**src/rtl/tx_axis_arb_pkg.sv**
```systemverilog
// Shared AXIS widths, arbiter state encodings and the legal last-beat TKEEP set
// for the TX stream arbiter and its checker benches.
package tx_axis_arb_pkg;

  localparam int AXIS_DATA_W = 64;
  localparam int AXIS_KEEP_W = 8;

  localparam logic [AXIS_KEEP_W-1:0] TKEEP_FULL = 8'hFF;

  // A final beat must carry a contiguous run of low-order bytes.
  localparam int TKEEP_LAST_N = 8;
  localparam logic [AXIS_KEEP_W-1:0] TKEEP_LAST [TKEEP_LAST_N] = '{
    8'h01, 8'h03, 8'h07, 8'h0F, 8'h1F, 8'h3F, 8'h7F, 8'hFF
  };

  typedef enum logic [3:0] {
    ST_IDLE   = 4'b0001,
    ST_GRANT0 = 4'b0010,
    ST_GRANT1 = 4'b0100,
    ST_GAP    = 4'b1000
  } arb_state_e;

  typedef enum logic [1:0] {
    GNT_NONE = 2'b00,
    GNT_P0   = 2'b01,
    GNT_P1   = 2'b10
  } grant_e;

  function automatic logic tkeep_last_ok(input logic [AXIS_KEEP_W-1:0] keep);
    logic ok;
    ok = 1'b0;
    for (int i = 0; i < TKEEP_LAST_N; i++) begin
      if (keep == TKEEP_LAST[i]) ok = 1'b1;
    end
    return ok;
  endfunction

endpackage

```
**src/rtl/axis_tkeep_chk.sv**
```systemverilog
// Combinational TKEEP framing check: middle beats must be full, last beats
// must hold a contiguous low-byte mask.
module axis_tkeep_chk
  import tx_axis_arb_pkg::*;
(
  input  logic [AXIS_KEEP_W-1:0] tkeep,
  input  logic                   tlast,
  output logic                   err
);

  assign err = tlast ? ~tkeep_last_ok(tkeep) : (tkeep != TKEEP_FULL);

endmodule

```
**src/rtl/tx_axis_arb.sv**
```systemverilog
// Two-requester AXI-Stream arbiter feeding a MAC TX port. Whole packets are
// passed through combinationally; an optional idle gap follows each packet.
module tx_axis_arb
  import tx_axis_arb_pkg::*;
#(
  parameter int FIXED_PRIO = 0,
  parameter int GAP_CYCLES = 0
) (
  input  logic                   clk,
  input  logic                   reset,

  input  logic [AXIS_DATA_W-1:0] s0_axis_tdata,
  input  logic [AXIS_KEEP_W-1:0] s0_axis_tkeep,
  input  logic                   s0_axis_tvalid,
  input  logic                   s0_axis_tlast,
  input  logic                   s0_axis_tuser,
  output logic                   s0_axis_tready,

  input  logic [AXIS_DATA_W-1:0] s1_axis_tdata,
  input  logic [AXIS_KEEP_W-1:0] s1_axis_tkeep,
  input  logic                   s1_axis_tvalid,
  input  logic                   s1_axis_tlast,
  input  logic                   s1_axis_tuser,
  output logic                   s1_axis_tready,

  output logic [AXIS_DATA_W-1:0] tx_axis_tdata,
  output logic [AXIS_KEEP_W-1:0] tx_axis_tkeep,
  output logic                   tx_axis_tvalid,
  output logic                   tx_axis_tlast,
  output logic                   tx_axis_tuser,
  input  logic                   tx_axis_tready,

  output logic [63:0]            pkts_fwd0,
  output logic [63:0]            pkts_fwd1,
  output logic [1:0]             cur_grant,
  output logic                   proto_err
);

  // Counter is loaded with GAP_CYCLES-1 so that GAP lasts exactly GAP_CYCLES.
  localparam logic [3:0] GAP_LOAD = (GAP_CYCLES > 0) ? 4'(GAP_CYCLES - 1) : 4'd0;

  arb_state_e state_q, state_d;
  logic       last_grant_q, last_grant_d;
  logic [3:0] gap_cnt_q, gap_cnt_d;
  logic       proto_err_q;

  logic [1:0] req;
  logic [1:0] granted;
  logic [1:0] pkt_done;
  logic       pick1;
  logic       beat_hs;
  logic       keep_err;

  assign req      = {s1_axis_tvalid, s0_axis_tvalid};
  assign granted  = {state_q == ST_GRANT1, state_q == ST_GRANT0};
  assign beat_hs  = tx_axis_tvalid & tx_axis_tready;
  assign pkt_done = granted & {2{beat_hs & tx_axis_tlast}};

  // Port 1 wins when alone, or on a tie under round-robin after port 0 went last.
  assign pick1 = (req == 2'b10) ||
                 ((req == 2'b11) && (FIXED_PRIO == 0) && !last_grant_q);

  always_ff @(posedge clk or posedge reset) begin
    if (reset) begin
      state_q      <= ST_IDLE;
      last_grant_q <= 1'b1;
      gap_cnt_q    <= '0;
    end else begin
      state_q      <= state_d;
      last_grant_q <= last_grant_d;
      gap_cnt_q    <= gap_cnt_d;
    end
  end

  always_comb begin
    state_d      = state_q;
    last_grant_d = last_grant_q;
    gap_cnt_d    = gap_cnt_q;
    unique case (state_q)
      ST_IDLE: begin
        if (|req) state_d = pick1 ? ST_GRANT1 : ST_GRANT0;
      end
      ST_GRANT0, ST_GRANT1: begin
        if (|pkt_done) begin
          last_grant_d = pkt_done[1];
          if (GAP_CYCLES > 0) begin
            state_d   = ST_GAP;
            gap_cnt_d = GAP_LOAD;
          end else begin
            state_d = ST_IDLE;
          end
        end
      end
      ST_GAP: begin
        if (gap_cnt_q == 4'd0) state_d = ST_IDLE;
        else                   gap_cnt_d = gap_cnt_q - 4'd1;
      end
      default: state_d = ST_IDLE;
    endcase
  end

  always_comb begin
    tx_axis_tdata  = '0;
    tx_axis_tkeep  = '0;
    tx_axis_tvalid = 1'b0;
    tx_axis_tlast  = 1'b0;
    tx_axis_tuser  = 1'b0;
    s0_axis_tready = 1'b0;
    s1_axis_tready = 1'b0;
    if (granted[0]) begin
      tx_axis_tdata  = s0_axis_tdata;
      tx_axis_tkeep  = s0_axis_tkeep;
      tx_axis_tvalid = s0_axis_tvalid;
      tx_axis_tlast  = s0_axis_tlast;
      tx_axis_tuser  = s0_axis_tuser;
      s0_axis_tready = tx_axis_tready;
    end else if (granted[1]) begin
      tx_axis_tdata  = s1_axis_tdata;
      tx_axis_tkeep  = s1_axis_tkeep;
      tx_axis_tvalid = s1_axis_tvalid;
      tx_axis_tlast  = s1_axis_tlast;
      tx_axis_tuser  = s1_axis_tuser;
      s1_axis_tready = tx_axis_tready;
    end
  end

  for (genvar gi = 0; gi < 2; gi++) begin : g_cnt
    logic [63:0] cnt_q;
    always_ff @(posedge clk or posedge reset) begin
      if (reset)             cnt_q <= '0;
      else if (pkt_done[gi]) cnt_q <= cnt_q + 64'd1;
    end
  end

  assign pkts_fwd0 = g_cnt[0].cnt_q;
  assign pkts_fwd1 = g_cnt[1].cnt_q;

  axis_tkeep_chk u_keep_chk (
    .tkeep (tx_axis_tkeep),
    .tlast (tx_axis_tlast),
    .err   (keep_err)
  );

  // Sticky: only reports framing errors, never blocks the beat.
  always_ff @(posedge clk or posedge reset) begin
    if (reset)                    proto_err_q <= 1'b0;
    else if (beat_hs && keep_err) proto_err_q <= 1'b1;
  end

  assign proto_err = proto_err_q;
  assign cur_grant = granted[0] ? GNT_P0 : (granted[1] ? GNT_P1 : GNT_NONE);

endmodule
```
**config.mk**
```make
export PLATFORM = sky130hd
export DESIGN_NAME = tx_axis_arb
export DESIGN_NICKNAME = d
export VERILOG_FILES = /design/src/rtl/tx_axis_arb_pkg.sv /design/src/rtl/axis_tkeep_chk.sv /design/src/rtl/tx_axis_arb.sv
export SDC_FILE = /design/constraint.sdc
export NUM_CORES = 1
export LEC_CHECK = 0
export CELL_PAD_IN_SITES_DETAIL_PLACEMENT = 1
export CELL_PAD_IN_SITES_GLOBAL_PLACEMENT = 2
export CORE_UTILIZATION = 23
export DETAILED_ROUTE_END_ITERATION = 16
export PLACE_DENSITY_LB_ADDON = 0.1
export SLEW_MARGIN = 0
export SYNTH_ARGS = -nofsm -noshare
export SYNTH_HDL_FRONTEND = slang
export SYNTH_SLANG_ARGS = --single-unit
```
**constraint.sdc**
```tcl
create_clock -name clk -period 4.3 [get_ports clk]
set_input_delay 0.43 -clock clk [delete_from_list [all_inputs] [get_ports clk]]
set_output_delay 0.43 -clock clk [all_outputs]
set_load 0.005 [all_outputs]
```
---- Word-level counts from Yosys, hierarchy flattened ----
Cells that the tools add are included.
word-level totals
  register bits after elaboration ......... 138
cells by class
  $add $sub $neg .......................... 3
  equality and inequality tests ........... 18
  multiplexer cells ....................... 29
  bitwise logic cells ..................... 5
  reduce and logical (&&, ||, !) cells .... 11
operators by type and width
  operator                                        count
  adder 64 x 1 -> 64 bit (second input constant)  2
  2-to-1 mux 64 bit                               2
  2-to-1 mux 1 bit                                18
  2-to-1 mux 8 bit                                2
  2-to-1 mux 4 bit                                3
  case mux 4 bit (3 select lines)                 1
  == test 8 x 1 -> 1 bit (second input constant)  1
  == test 8 x 2 -> 1 bit (second input constant)  1
  == test 8 x 3 -> 1 bit (second input constant)  1
  == test 8 x 4 -> 1 bit (second input constant)  1
  == test 8 x 5 -> 1 bit (second input constant)  1
  == test 8 x 6 -> 1 bit (second input constant)  1
  == test 8 x 7 -> 1 bit (second input constant)  1
  == test 8 bit (second input constant)           1
  inequality test 8 bit (second input constant)   1
  inequality test 2 bit (second input constant)   3
  OR reduction 2 bit                              3
  == test 2 bit (second input constant)           2
  == test 4 x 1 -> 1 bit (second input constant)  1
  == test 4 x 2 -> 1 bit (second input constant)  1
  == test 4 x 3 -> 1 bit (second input constant)  1
  == test 4 bit (second input constant)           1
  zero test 4 bit                                 1
  2-to-1 mux 2 bit                                2
  10 further kinds                                14

---- Longest topological paths before layout ----
  depth in word-level cells ............... 15
  depth in mapped cells ................... 8
  mapped depth without buffers ............ 7

---- By module ----
Synthesis repeated with hierarchy kept, for this count alone.
second synthesis, totals
  cell total of the unflattened synthesis .. 686
  area, all modules ....................... 7066.8 µm²
by module, submodules not included
  module          instances  cells each  area each (µm²)  sequential area each (µm²)
  tx_axis_arb     1          677         7023.0           3330.7
  axis_tkeep_chk  1          9           43.8             0.0

---- Worst setup path after synthesis ----
OpenSTA, ideal clock, no wires.
  kind .................................... reg2out
  start ................................... register state_q[2]
  end ..................................... output tx_axis_tdata[25]
  data arrival time ....................... 2019 ps
  data required time ...................... 3870 ps
  slack ................................... 1851 ps
  cell stages (with the launch flop) ...... 8
  buffers on the path ..................... 4
  cell sequence ........................... dfrtp_1 -> clkbuf_1 -> nor2b_1 -> clkbuf_1 -> nor2b_1 -> clkbuf_1 -> clkbuf_1 -> a22o_1
on the way
  longest elaborated chain between the ends .. 3
  elaborated cells between the ends (all ways) .. 4
  those cells by class .................... 2 x eq/ne; 2 x mux
RTL lines
  element                 RTL line            source
  start, declared         tx_axis_arb.sv:42   arb_state_e state_q, state_d;
  start signal, assigned  tx_axis_arb.sv:69   state_q <= state_d;
  == test 4 x 3 -> 1 bit  tx_axis_arb.sv:55   assign granted = {state_q == ST_GRANT1, state_q == ST_GRANT0};
  2-to-1 mux 64 bit       tx_axis_arb.sv:117  end else if (granted[1]) begin
  2-to-1 mux 64 bit *     tx_axis_arb.sv:110  if (granted[0]) begin
  end, declared           tx_axis_arb.sv:26   output logic [AXIS_DATA_W-1:0] tx_axis_tdata,
Every way passes the cells marked *; elsewhere a longest branch is shown, timed or not.

---- Final worst setup path ----
  start ................................... register state_q[2]
  end ..................................... output tx_axis_tdata[42]
The elaborated chain is that of the path after synthesis.

==> flow_metrics.tcl <==
set metrics [dict create \
    run_status "completed" \
    final-setup-viol-count 0 \
    ctsHoldBuffers 0 \
    max_slew_margin_pct 42.0 \
    numCtsBuffers 17 \
    netlist_top_cells_count "dfrtp_1, xnor2_1, a22o_1" \
    place_congestion 0.790 \
    synth_most_common_cell "dfrtp_1" \
    synth-seq-cells 133 \
    fmax_ghz 0.283 \
    slew_viol_final 0 \
    crit_path_end_kind "output pin" \
    synthArstFlopShare_pct 100 \
    power.density_mw_per_mm2 355 \
    grt-ovfl-total 0 \
    first_pass_iters 4 \
    drt_iter0_markers 308 \
    leakage_nw 4.95 \
    vias_per_cell 4.61 \
    die_h_microns 176 \
    dieArea_sq_mm 0.0311 \
    die_w_microns 176 \
    synth_top_cell_area_share_pct 47.0 \
    vdd_drop_max_uv 228 \
    syn_nets 833 \
    clk_latency_ns 0.42 \
    clock_skew_ns 0.0140 \
    netlist_top_cells_area "dfrtp_1, xnor2_1, a22o_1" \
    critPathMaxFanout 65 \
    grt_max_degree 92 \
    ant_nets 0 \
    wire_per_inst_microns 20.3 \
    yosys_warnings 0 \
    final_util_pct 39.2 \
    grt_first_pass_wirelength_microns 44100 \
    vias 6650 \
    syn-cell-area_sq_mm 0.00698 \
    cts-htree-levels 4 \
    tns_ns 0 \
    fin_nets 1193 \
    ctsResizeCount 0 \
    antenna_found_initial 1 \
    grtUsageTotal_pct 19.2 \
    cts_sinks 133 \
    ys_seq_area_share_pct 47.7 \
    r2r_slack_ns 1.39 \
    initial_core_util_pct 23.5 \
    synth_cell_types 51 \
    synth_top_flop_cell "dfrtp_1" \
    criticalPathCategory "flip-flop to output pin" \
    postSynthCellCount 678 \
    num_io_pins 361 \
    synth-edff-count 0 \
    clk_pin_slew_worst_paths_ns 0.06 \
    finalHoldViolations 0 \
    cap_violations 0 \
    crit_required_ns 3.87 \
    max-clock-path-buffers 2 \
    tightestPinTransition_ns 0.869 \
    root_buffer "clkbuf_16" \
    start_kind "flip-flop" \
    hold_class "flip-flop to flip-flop" \
    rsz0062_at_grt "false" \
    drt_wl_total_microns 29300 \
    drive_gt1_share_pct 6.85 \
    fin_crit_sh_pct 82.0 \
    worst_ep_arrival_time_ns 3.10 \
    fin_crit_ns 3.53 \
    synth_largest_area_cell "dfrtp_1" \
    drcViolationCount 0 \
    synthToLayoutAreaGrowth_pct 66.9 \
    cts_setup_buffers 0 \
    grt_pass1_vias 7078 \
    worst_slack_ns 0.773 \
    std_cell_rows 63 \
    dp_hpwl_microns 23300 \
    avgSynthCellArea_sq_um 10.3 \
    power_mw 4.14 \
    core_sq_mm 0.0297 \
    io_buffer_count 360 \
    cts_tree "done" \
    post-place-ws_ns 1.13 \
]
[power by group]
group / total [mW] / internal, mW / leakage (nW) / switching (mW)
clock network: 1.53 / 0.937 / 0.292 / 0.590
logic: 1.23 / 0.701 / 2.86 / 0.529
registers: 1.38 / 1.30 / 1.80 / 0.0819
[cell type report]
cell class,instances,area (sq um)
fillers,3303,18100
repair buffers,368,3680
multi-input cells,500,3470
flip-flops and latches,133,3330
well taps,390,488
clock buffers,19,443
clock inverters,13,173
inverters,18,72.6
diodes,1,2.50
[sequential cells by signal (all words and copies together), names as in the netlist]
name,flops
pkts_fwd1,64
pkts_fwd0,64
last_grant_q,1
state_q,3
proto_err,1
[placed cells by master, fill, tap and decap left out, drive strengths merged, types with 2 or more instances in the layout]
master         Yosys  routed
clkdlybuf4s50      0     360
dfrtp            131     131
xnor2             70      70
a22o              66      66
nand3             56      56
xor2              56      56
nor2              52      52
nand2             49      49
nand4             29      29
nor3              27      27
inv               18      21
and3              20      20
clkbuf            22      19
and4              11      11
nor4               9       9
buf                5       8
a22oi              7       7
a21oi              6       6
or2                6       6
and2               5       5
clkinv             0       4
or3                4       4
a21o               3       3
bufinv             0       3
clkinvlp           0       3
nor2b              3       3
nand3b             2       2
nand2b             2       2
mux2               2       2
o21ai              2       2
ha                 2       2
dfstp              2       2
[worst paths after layout]
kind / startpoint / endpoint / cells after the start
max: state_q[2] / tx_axis_tdata[42] / 5
min: pkts_fwd0[63] / pkts_fwd0[63] / 1
max reg2reg: state_q[2] / pkts_fwd0[31] / 6
min reg2reg: pkts_fwd0[63] / pkts_fwd0[63] / 1
max in group asynchronous: reset / pkts_fwd0[44] / 3
min in group asynchronous: reset / pkts_fwd1[34] / 2
[per-stage QoR]
step                cells  area [sq um]  hold WS [ns]
CTS                  1441         11700         0.474
global route         1442         11700         0.484
floorplan             678          6980         0.465
global placement     1409         11000         0.460
detailed placement   1409         11000         0.466
finish               1442         11700         0.470
[critical path, cell delays in order, from the launching register on]
cell and delay [ns]:
dfrtp_1 0.51, or3b_2 0.58, inv_2 0.10, buf_4 0.55, a22o_1 0.35, clkdlybuf4s50_1 0.54
[per-layer routing]
metal	track usage (%)	vias up	wire length (microns)
li1	-	3143	-
met5	0	-	0
met4	6.85	0	732
met1	22.4	3270	11400
met2	32.4	215	14900
met3	6.40	22	2250
[logic make-up after synthesis]
group | share of synthesized area, %
buf+inv | 2.72
fa+ha+maj | 0.358
simple gates | 22.5
compound gates | 10.4
mux | 0.466
flops | 47.7
xor+xnor | 15.8
Power figures use the tool's default switching activity.
